File: src/rtl/kan_pkg.sv
// Shared definitions for the KAN spline neuron.
//   state_t       : neuron controller states
//   clog2         : ceiling log2 for elaboration-time sizing
//   index_width   : clog2 clamped to at least one bit
//   grid_size     : segments per edge (G)
//   frac_width    : fractional bits of the grid position (FRAC_W)
//   coeff_depth   : coefficient RAM depth (DEPTH)
//   acc_width     : accumulator width that cannot overflow (ACC_WIDTH)
package kan_pkg;

    typedef enum logic [2:0] {
        IDLE,
        FETCH0,
        FETCH1,
        MAC,
        DONE
    } state_t;

    function automatic int clog2(input int value);
        int r;
        int v;
        r = 0;
        v = value - 1;
        while (v > 0) begin
            r = r + 1;
            v = v >> 1;
        end
        return r;
    endfunction

    function automatic int index_width(input int n);
        return (clog2(n) > 0) ? clog2(n) : 1;
    endfunction

    function automatic int grid_size(input int grid_log2);
        return 1 << grid_log2;
    endfunction

    function automatic int frac_width(input int data_width, input int grid_log2);
        return data_width - grid_log2;
    endfunction

    function automatic int coeff_depth(input int num_inputs, input int grid_log2);
        return num_inputs * (grid_size(grid_log2) + 1);
    endfunction

    function automatic int acc_width(input int coeff_width, input int num_inputs);
        return coeff_width + 2 + clog2(num_inputs);
    endfunction

endpackage

File: src/rtl/kan_coeff_ram.sv
// Coefficient storage: one synchronous write port, one registered read port
// (1-cycle read latency). Contents are intentionally not reset.
//   clk     : clock
//   we      : write enable
//   wr_addr : write address
//   wr_data : write data
//   rd_addr : read address, sampled every cycle
//   rd_data : registered read data
module kan_coeff_ram #(
    parameter int DEPTH       = 36,
    parameter int COEFF_WIDTH = 16,
    parameter int AW          = 6
) (
    input  logic                   clk,
    input  logic                   we,
    input  logic [AW-1:0]          wr_addr,
    input  logic [COEFF_WIDTH-1:0] wr_data,
    input  logic [AW-1:0]          rd_addr,
    output logic [COEFF_WIDTH-1:0] rd_data
);

    logic [COEFF_WIDTH-1:0] mem [DEPTH];

    always_ff @(posedge clk) begin
        if (we) begin
            mem[wr_addr] <= wr_data;
        end
        rd_data <= mem[rd_addr];
    end

endmodule

File: src/rtl/kan_spline_neuron.sv
// Time-multiplexed KAN neuron: per-edge piecewise-linear spline lookup from an
// internal coefficient RAM, summed into one saturated signed result.
//   clk, rst_n            : clock, asynchronous active-low reset
//   in_valid/in_ready     : input vector handshake
//   in_data               : packed samples, edge e at [e*DATA_WIDTH +: DATA_WIDTH]
//   out_valid/out_ready   : result handshake
//   out_data, out_sat     : saturated sum and clip flag
//   coeff_we/coeff_ready  : coefficient write handshake
//   coeff_addr/coeff_data : write address e*(G+1)+k and value
module kan_spline_neuron
    import kan_pkg::*;
#(
    parameter int DATA_WIDTH  = 16,
    parameter int COEFF_WIDTH = 16,
    parameter int GRID_LOG2   = 3,
    parameter int NUM_INPUTS  = 4,
    parameter int ADDR_WIDTH  = 9
) (
    input  logic                             clk,
    input  logic                             rst_n,
    input  logic                             in_valid,
    output logic                             in_ready,
    input  logic [NUM_INPUTS*DATA_WIDTH-1:0] in_data,
    output logic                             out_valid,
    input  logic                             out_ready,
    output logic [DATA_WIDTH-1:0]            out_data,
    output logic                             out_sat,
    input  logic                             coeff_we,
    output logic                             coeff_ready,
    input  logic [ADDR_WIDTH-1:0]            coeff_addr,
    input  logic [COEFF_WIDTH-1:0]           coeff_data
);

    localparam int G         = grid_size(GRID_LOG2);
    localparam int FRAC_W    = frac_width(DATA_WIDTH, GRID_LOG2);
    localparam int DEPTH     = coeff_depth(NUM_INPUTS, GRID_LOG2);
    localparam int ACC_WIDTH = acc_width(COEFF_WIDTH, NUM_INPUTS);
    localparam int RAM_AW    = index_width(DEPTH);
    localparam int EW        = index_width(NUM_INPUTS);
    localparam int DIFF_W    = COEFF_WIDTH + 1;
    localparam int PROD_W    = DIFF_W + FRAC_W;
    localparam int TERM_W    = COEFF_WIDTH + 2;

    localparam logic [ADDR_WIDTH-1:0] DEPTH_A = ADDR_WIDTH'(DEPTH);
    localparam logic [EW-1:0]         LAST_E  = EW'(NUM_INPUTS - 1);
    localparam logic signed [ACC_WIDTH-1:0] OUT_MAX =
        {{(ACC_WIDTH-DATA_WIDTH+1){1'b0}}, {(DATA_WIDTH-1){1'b1}}};
    localparam logic signed [ACC_WIDTH-1:0] OUT_MIN =
        {{(ACC_WIDTH-DATA_WIDTH+1){1'b1}}, {(DATA_WIDTH-1){1'b0}}};

    state_t state, state_nxt;
    logic   rst_done;

    logic [NUM_INPUTS*DATA_WIDTH-1:0] x_buf;
    logic [EW-1:0]                    edge_idx;
    logic signed [COEFF_WIDTH-1:0]    c0_q;
    logic signed [COEFF_WIDTH-1:0]    c1;
    logic signed [ACC_WIDTH-1:0]      acc;

    logic [DATA_WIDTH-1:0]         x_cur;
    logic [DATA_WIDTH-1:0]         u_cur;
    logic [GRID_LOG2-1:0]          seg;
    logic [FRAC_W-1:0]             frac;
    logic [RAM_AW-1:0]             base_addr;
    logic [RAM_AW-1:0]             rd_addr;
    logic signed [DIFF_W-1:0]      diff;
    logic signed [PROD_W-1:0]      prod;
    logic signed [PROD_W-1:0]      shifted;
    logic signed [TERM_W-1:0]      term;
    logic signed [ACC_WIDTH-1:0]   acc_sum;
    logic [DATA_WIDTH-1:0]         clip_data;
    logic                          clip_sat;
    logic                          last_edge;
    logic                          ram_we;

    assign ram_we = coeff_we && coeff_ready && (coeff_addr < DEPTH_A);

    kan_coeff_ram #(
        .DEPTH       (DEPTH),
        .COEFF_WIDTH (COEFF_WIDTH),
        .AW          (RAM_AW)
    ) u_ram (
        .clk     (clk),
        .we      (ram_we),
        .wr_addr (coeff_addr[RAM_AW-1:0]),
        .wr_data (coeff_data),
        .rd_addr (rd_addr),
        .rd_data (c1)
    );

    // Holds in_ready/coeff_ready low until the first edge after reset release.
    always_ff @(posedge clk or negedge rst_n) begin
        if (!rst_n) begin
            rst_done <= 1'b0;
        end else begin
            rst_done <= 1'b1;
        end
    end

    always_ff @(posedge clk or negedge rst_n) begin
        if (!rst_n) begin
            state <= IDLE;
        end else begin
            state <= state_nxt;
        end
    end

    always_comb begin
        state_nxt = state;
        case (state)
            IDLE:    if (in_valid && rst_done) state_nxt = FETCH0;
            FETCH0:  state_nxt = FETCH1;
            FETCH1:  state_nxt = MAC;
            MAC:     state_nxt = last_edge ? DONE : FETCH0;
            DONE:    if (out_ready) state_nxt = IDLE;
            default: state_nxt = IDLE;
        endcase
    end

    always_comb begin
        in_ready    = (state == IDLE) && rst_done;
        coeff_ready = (state == IDLE) && rst_done;
        out_valid   = (state == DONE);
        rd_addr     = base_addr;
        if (state == FETCH1) begin
            rd_addr = base_addr + 1'b1;
        end
    end

    // Grid position: offset-binary sample, top bits pick the segment,
    // remaining bits are the interpolation fraction.
    always_comb begin
        x_cur     = x_buf[edge_idx*DATA_WIDTH +: DATA_WIDTH];
        u_cur     = {~x_cur[DATA_WIDTH-1], x_cur[DATA_WIDTH-2:0]};
        seg       = u_cur[DATA_WIDTH-1 -: GRID_LOG2];
        frac      = u_cur[FRAC_W-1:0];
        base_addr = RAM_AW'(edge_idx) * RAM_AW'(G + 1) + RAM_AW'(seg);
        last_edge = (edge_idx == LAST_E);
    end

    always_comb begin
        diff    = DIFF_W'(c1) - DIFF_W'(c0_q);
        prod    = PROD_W'(diff) * PROD_W'($signed({1'b0, frac}));
        shifted = prod >>> FRAC_W;
        term    = TERM_W'(c0_q) + TERM_W'(shifted);
        acc_sum = acc + ACC_WIDTH'(term);
        clip_sat  = 1'b0;
        clip_data = acc_sum[DATA_WIDTH-1:0];
        if (acc_sum > OUT_MAX) begin
            clip_sat  = 1'b1;
            clip_data = OUT_MAX[DATA_WIDTH-1:0];
        end else if (acc_sum < OUT_MIN) begin
            clip_sat  = 1'b1;
            clip_data = OUT_MIN[DATA_WIDTH-1:0];
        end
    end

    always_ff @(posedge clk or negedge rst_n) begin
        if (!rst_n) begin
            x_buf    <= '0;
            edge_idx <= '0;
            c0_q     <= '0;
            acc      <= '0;
            out_data <= '0;
            out_sat  <= 1'b0;
        end else begin
            case (state)
                IDLE: begin
                    if (in_valid && in_ready) begin
                        x_buf    <= in_data;
                        acc      <= '0;
                        edge_idx <= '0;
                    end
                end
                FETCH1: c0_q <= c1;
                MAC: begin
                    acc <= acc_sum;
                    if (!last_edge) begin
                        edge_idx <= edge_idx + 1'b1;
                    end else begin
                        out_data <= clip_data;
                        out_sat  <= clip_sat;
                    end
                end
                default: ;
            endcase
        end
    end

endmodule

File: config.mk
export PLATFORM = sky130hd
export DESIGN_NAME = kan_spline_neuron
export DESIGN_NICKNAME = d
export VERILOG_FILES = /design/src/rtl/kan_pkg.sv /design/src/rtl/kan_coeff_ram.sv /design/src/rtl/kan_spline_neuron.sv
export SDC_FILE = /design/constraint.sdc
export NUM_CORES = 1
export LEC_CHECK = 0
export ABC_CLOCK_PERIOD_IN_PS = 27200
export CORE_ASPECT_RATIO = 0.8
export CORE_MARGIN = 2
export CORE_UTILIZATION = 69
export CTS_CLUSTER_DIAMETER = 80
export DETAILED_ROUTE_END_ITERATION = 8
export DONT_BUFFER_PORTS = 1
export HOLD_SLACK_MARGIN = 0.08
export PLACE_DENSITY_LB_ADDON = 0.08
export REMOVE_ABC_BUFFERS = 1
export SLEW_MARGIN = 20
export SYNTH_ARGS = -nofsm -noshare
export SYNTH_HDL_FRONTEND = slang
export SYNTH_SLANG_ARGS = --single-unit
File: constraint.sdc
create_clock -name clk -period 27.2 [get_ports clk]
set_clock_uncertainty 0.1 [all_clocks]
set_input_delay 2.72 -clock clk [delete_from_list [all_inputs] [get_ports clk]]
set_output_delay 2.72 -clock clk [all_outputs]
set_load 0.005 [all_outputs]
==> run_results.csv <==
group,metric,value,unit
clocking,insertion_delay,0.62,ns
clocking,cts.htree.levels,3,
clocking,cts_post_setup_buffers_inserted,0,
placed_design,place_hpwl,60540,µm
final_layout,final_nets,2955,
worst_setup_path,cp_slowest_stage_delay,0.65,ns
drt,vias_per_cell,6.682,
floorplan,die_h,213.0,µm
sta,timing.fmax,78.35,MHz
sta,number_of_hold_violations_in_the_final_report,0,
worst_hold_path,holdCritStartpoint,"u_ram.rd_data[0]",
worst_setup_path,endpoint_kind,"flop",
sta,slew-limit-headroom,29.03,%
logic_synthesis,ys_seq_area_share,54.92,%
worst_setup_path,worstReg2RegEnd,"out_data[5]",
grt,grt_start_max_net_pins,132,
clocking,clockBufferDepth,3,
logic_synthesis,ys_types,74,
logic_synthesis,syn_area,0.03768,mm²
floorplan,area_inside_the_core_boundary,0.05392,mm²
logic_synthesis,synth_top_flop_cell,"sky130_fd_sc_hd__edfxtp_1",
clocking,ctsHoldBuffers,0,
worst_setup_path,worst_ep_arrival_time,13.21,ns
final_layout,layout-drive-gt1-share,17.60,%
sta,final.min_clock_period,12.76,ns
run_status,run_status,"finished clean",
clocking,post_cts_clock_slew_at_the_launch_and_capture_registers_of_the_worst_setup_and_hold_paths,0.06,ns
grt,grt_pass1_vias,22500,
clocking,cts.sink_count,715,
floorplan,num_io_pins,114,
worst_setup_path,ff2ff_path_depth,41,
clocking,tritoncts,"done",
worst_setup_path,crit_required,27.65,ns
logic_synthesis,ys_seq_elements,715,
sta,worst_slew_pin_slew,1.065,ns
floorplan,number_of_placement_rows,76,
logic_synthesis,synth_cells,2487,
drt,remaining_drc_errors,0,
worst_setup_path,critPathLaunch,"c0_q[2]",
clocking,post_cts_resize_count,0,
drt,first_pass_iters,7,
floorplan,start_util,69.89,%
clocking,cts_buffers,69,
grt,antenna_violations_before_repair,5,
worst_setup_path,critical_path.slowest_cell,"sky130_fd_sc_hd__or4bb_1",
sta,setup_repair_after_global_routing_missed_its_margin,"false",
placed_design,place.port_buffers,0,
worst_setup_path,worst-setup-path-type,"flop to flop",
drt,drt.antenna.violating_nets,0,
sta,final.setup.tns,0,ns
logic_synthesis,syn_avg_cell_area,15.15,µm²
logic_synthesis,post-synth-top-area-cell,"sky130_fd_sc_hd__edfxtp_1",
final_layout,area_growth_syn_to_fin,9.015,%
run,cap_violations,0,
logic_synthesis,yosys.area.top_type_share,45.90,%
grt,total_overflow_reported_by_the_global_router,0,
drt,wire_per_inst,28.81,µm
logic_synthesis,yosys_warnings,0,
sta,final_setup_violation_count,0,
placed_design,gp_congestion,0.9512,
final_layout,final.fill_count,3068,
sta,report.final.slew_viol_count,0,
floorplan,dieArea,0.05651,mm²
drt,wirelength,94400,µm
worst_setup_path,setup.worst_path.end,"out_data[5]",
worst_setup_path,setup.reg_to_reg.worst_slack,14.44,ns
drt,routed-via-count,21900,
worst_setup_path,most_frequent_cp_cell,"sky130_fd_sc_hd__fa_1",
grt,grt_first_pass_wirelength,142800,µm
worst_setup_path,regToRegStartpoint,"c0_q[2]",
drt,first_iter_violations,2628,
worst_setup_path,worst-path-max-fanout,11,
logic_synthesis,synthArstFlopShare,17.20,%
sta,finalCritPeriodShare,46.92,%
worst_hold_path,min-delay-path-class,"flop to flop",
grt,grt_util_all_layers,35.12,%
logic_synthesis,synth_edf_count,576,
clocking,cts_root_buf,"sky130_fd_sc_hd__clkbuf_16",
floorplan,die_width,265.3,µm
logic_synthesis,synthTopCellsByArea,"sky130_fd_sc_hd__edfxtp_1 (46%), sky130_fd_sc_hd__fa_1 (12%), sky130_fd_sc_hd__mux4_2 (11%)",
worst_setup_path,critical_path.startpoint_type,"flop",
## registers in the layout, indices dropped and copies added (netlist names)
name           cells
u_ram.rd_data     16
c0_q              16
u_ram.mem        576
rst_done           1
x_buf             64
out_sat            1
edge_idx           2
acc               20
out_data          16
state              3
## per-stage QoR
step           hold WS, ns  utilization [%]  instances  cell area (µm²)  setup slack (ns)
3_3_place_gp        0.3469            71.82       3151            38720             15.04
6_report            0.3703            76.19       3277            41080             14.44
4_1_cts             0.3750            76.16       3276            41060             14.60
3_5_place_dp        0.3612            71.86       3151            38740             14.73
2_1_floorplan       0.3332                -       2391            37270             10.28
5_1_grt             0.4016            76.19       3277            41080             13.67
## cell type report
type	instances	area [µm²]	share of cell area [%]
Antenna cell	1	2.502	0.006092
Inverter	294	1104	2.687
Multi-Input combinational cell	1382	15630	38.06
Clock buffer	83	1851	4.505
Timing Repair Buffer	58	447.9	1.090
Clock inverter	42	466.7	1.136
Sequential cell	715	20690	50.38
Tap cell	702	878.3	2.138
## placed cells by master, fill, tap and decap left out, types with 5 or more instances in the layout
cell type                     n
sky130_fd_sc_hd__a211o_1      9
sky130_fd_sc_hd__a211oi_1    17
sky130_fd_sc_hd__a21boi_0     6
sky130_fd_sc_hd__a21o_1      16
sky130_fd_sc_hd__a21oi_1     32
sky130_fd_sc_hd__a31oi_1      9
sky130_fd_sc_hd__and2_1      13
sky130_fd_sc_hd__and3b_1      6
sky130_fd_sc_hd__buf_4       57
sky130_fd_sc_hd__bufinv_16    8
sky130_fd_sc_hd__clkbuf_1     8
sky130_fd_sc_hd__clkbuf_16   70
sky130_fd_sc_hd__clkbuf_8     5
sky130_fd_sc_hd__clkinv_1    16
sky130_fd_sc_hd__clkinv_2    10
sky130_fd_sc_hd__dfrtp_1    123
sky130_fd_sc_hd__dfxtp_1     16
sky130_fd_sc_hd__edfxtp_1   576
sky130_fd_sc_hd__fa_1       230
sky130_fd_sc_hd__ha_1       111
sky130_fd_sc_hd__inv_1      294
sky130_fd_sc_hd__mux2_2      71
sky130_fd_sc_hd__mux2i_1     30
sky130_fd_sc_hd__mux4_2     185
sky130_fd_sc_hd__nand2_1    171
sky130_fd_sc_hd__nand2b_1    15
sky130_fd_sc_hd__nand3_1     34
sky130_fd_sc_hd__nand3b_1     8
sky130_fd_sc_hd__nand4_1      7
sky130_fd_sc_hd__nor2_1     127
sky130_fd_sc_hd__nor2_2      11
sky130_fd_sc_hd__nor2b_1     21
sky130_fd_sc_hd__nor3_1      10
sky130_fd_sc_hd__o21a_1      13
sky130_fd_sc_hd__o21ai_0     75
sky130_fd_sc_hd__o31ai_1      8
sky130_fd_sc_hd__or3_1        7
sky130_fd_sc_hd__xnor2_1     40
sky130_fd_sc_hd__xor2_1      21
## worst min-delay path by stage
stage,endpoint,slack [ns],cells after the start
global placement,c0_q[0],0.35,2
global route,c0_q[0],0.40,2
CTS,c0_q[0],0.37,2
detailed placement,c0_q[0],0.36,2
finish,c0_q[0],0.37,2
floorplan,c0_q[0],0.33,2
## synthesized netlist by cell type (8+ instances only)
master / instances
sky130_fd_sc_hd__clkbuf_1: 66
sky130_fd_sc_hd__ha_1: 111
sky130_fd_sc_hd__fa_1: 230
sky130_fd_sc_hd__o31ai_1: 8
sky130_fd_sc_hd__mux2i_1: 31
sky130_fd_sc_hd__o21a_1: 13
sky130_fd_sc_hd__xnor2_1: 44
sky130_fd_sc_hd__o21ai_0: 76
sky130_fd_sc_hd__a21oi_1: 32
sky130_fd_sc_hd__dfrtp_1: 123
sky130_fd_sc_hd__edfxtp_1: 576
sky130_fd_sc_hd__inv_1: 294
sky130_fd_sc_hd__nand3_1: 34
sky130_fd_sc_hd__mux4_2: 185
sky130_fd_sc_hd__a21o_1: 16
sky130_fd_sc_hd__and2_1: 13
sky130_fd_sc_hd__a31oi_1: 10
sky130_fd_sc_hd__nand3b_1: 8
sky130_fd_sc_hd__nor2_1: 142
sky130_fd_sc_hd__buf_1: 9
sky130_fd_sc_hd__buf_2: 16
sky130_fd_sc_hd__a211oi_1: 17
sky130_fd_sc_hd__xor2_1: 23
sky130_fd_sc_hd__nor3_1: 10
sky130_fd_sc_hd__nor2b_1: 21
sky130_fd_sc_hd__nand2b_1: 15
sky130_fd_sc_hd__dfxtp_1: 16
sky130_fd_sc_hd__mux2_2: 71
sky130_fd_sc_hd__a211o_1: 9
sky130_fd_sc_hd__nand2_1: 172
## per-layer routing
| layer | track usage [%] | part of all wire (%) | vias to the layer above |
|---|---|---|---|
| met5 | 0 | 0.014 | - |
| li1 | - | - | 9023 |
| met2 | 53.00 | 46 | 1448 |
| met3 | 7.946 | 12 | 160 |
| met4 | 8.416 | 2.2 | 2 |
| met1 | 53.42 | 40 | 11260 |
## logic make-up (layout without fill, tap and decap cells)
family                   after synthesis  after routing  synth area share, %
AO/OA/AOI/OAI                        229            229                3.998
multiplexers                         287            287                14.00
other                                  1              2             0.009952
adder cells (fa/ha/maj)              341            341                15.91
buffers and inverters                390            477                4.018
AND/OR/NAND/NOR                      455            455                5.476
flip-flops                           715            715                54.92
XOR/XNOR                              69             69                1.667
## critical path, delay by kind of cell, from the launching register on
family                   cells  cell delay [ns]
AO/OA/AOI/OAI               17             4.40
XOR/XNOR                     2             0.74
adder cells (fa/ha/maj)     10             4.59
buffers and inverters        5             0.28
flip-flops                   1             0.38
multiplexers                 1             0.36
AND/OR/NAND/NOR              6             1.84
Power is left out: the tool's default activity adds up to more than one toggle a clock period on the data nets, which glitch-free logic cannot reach.
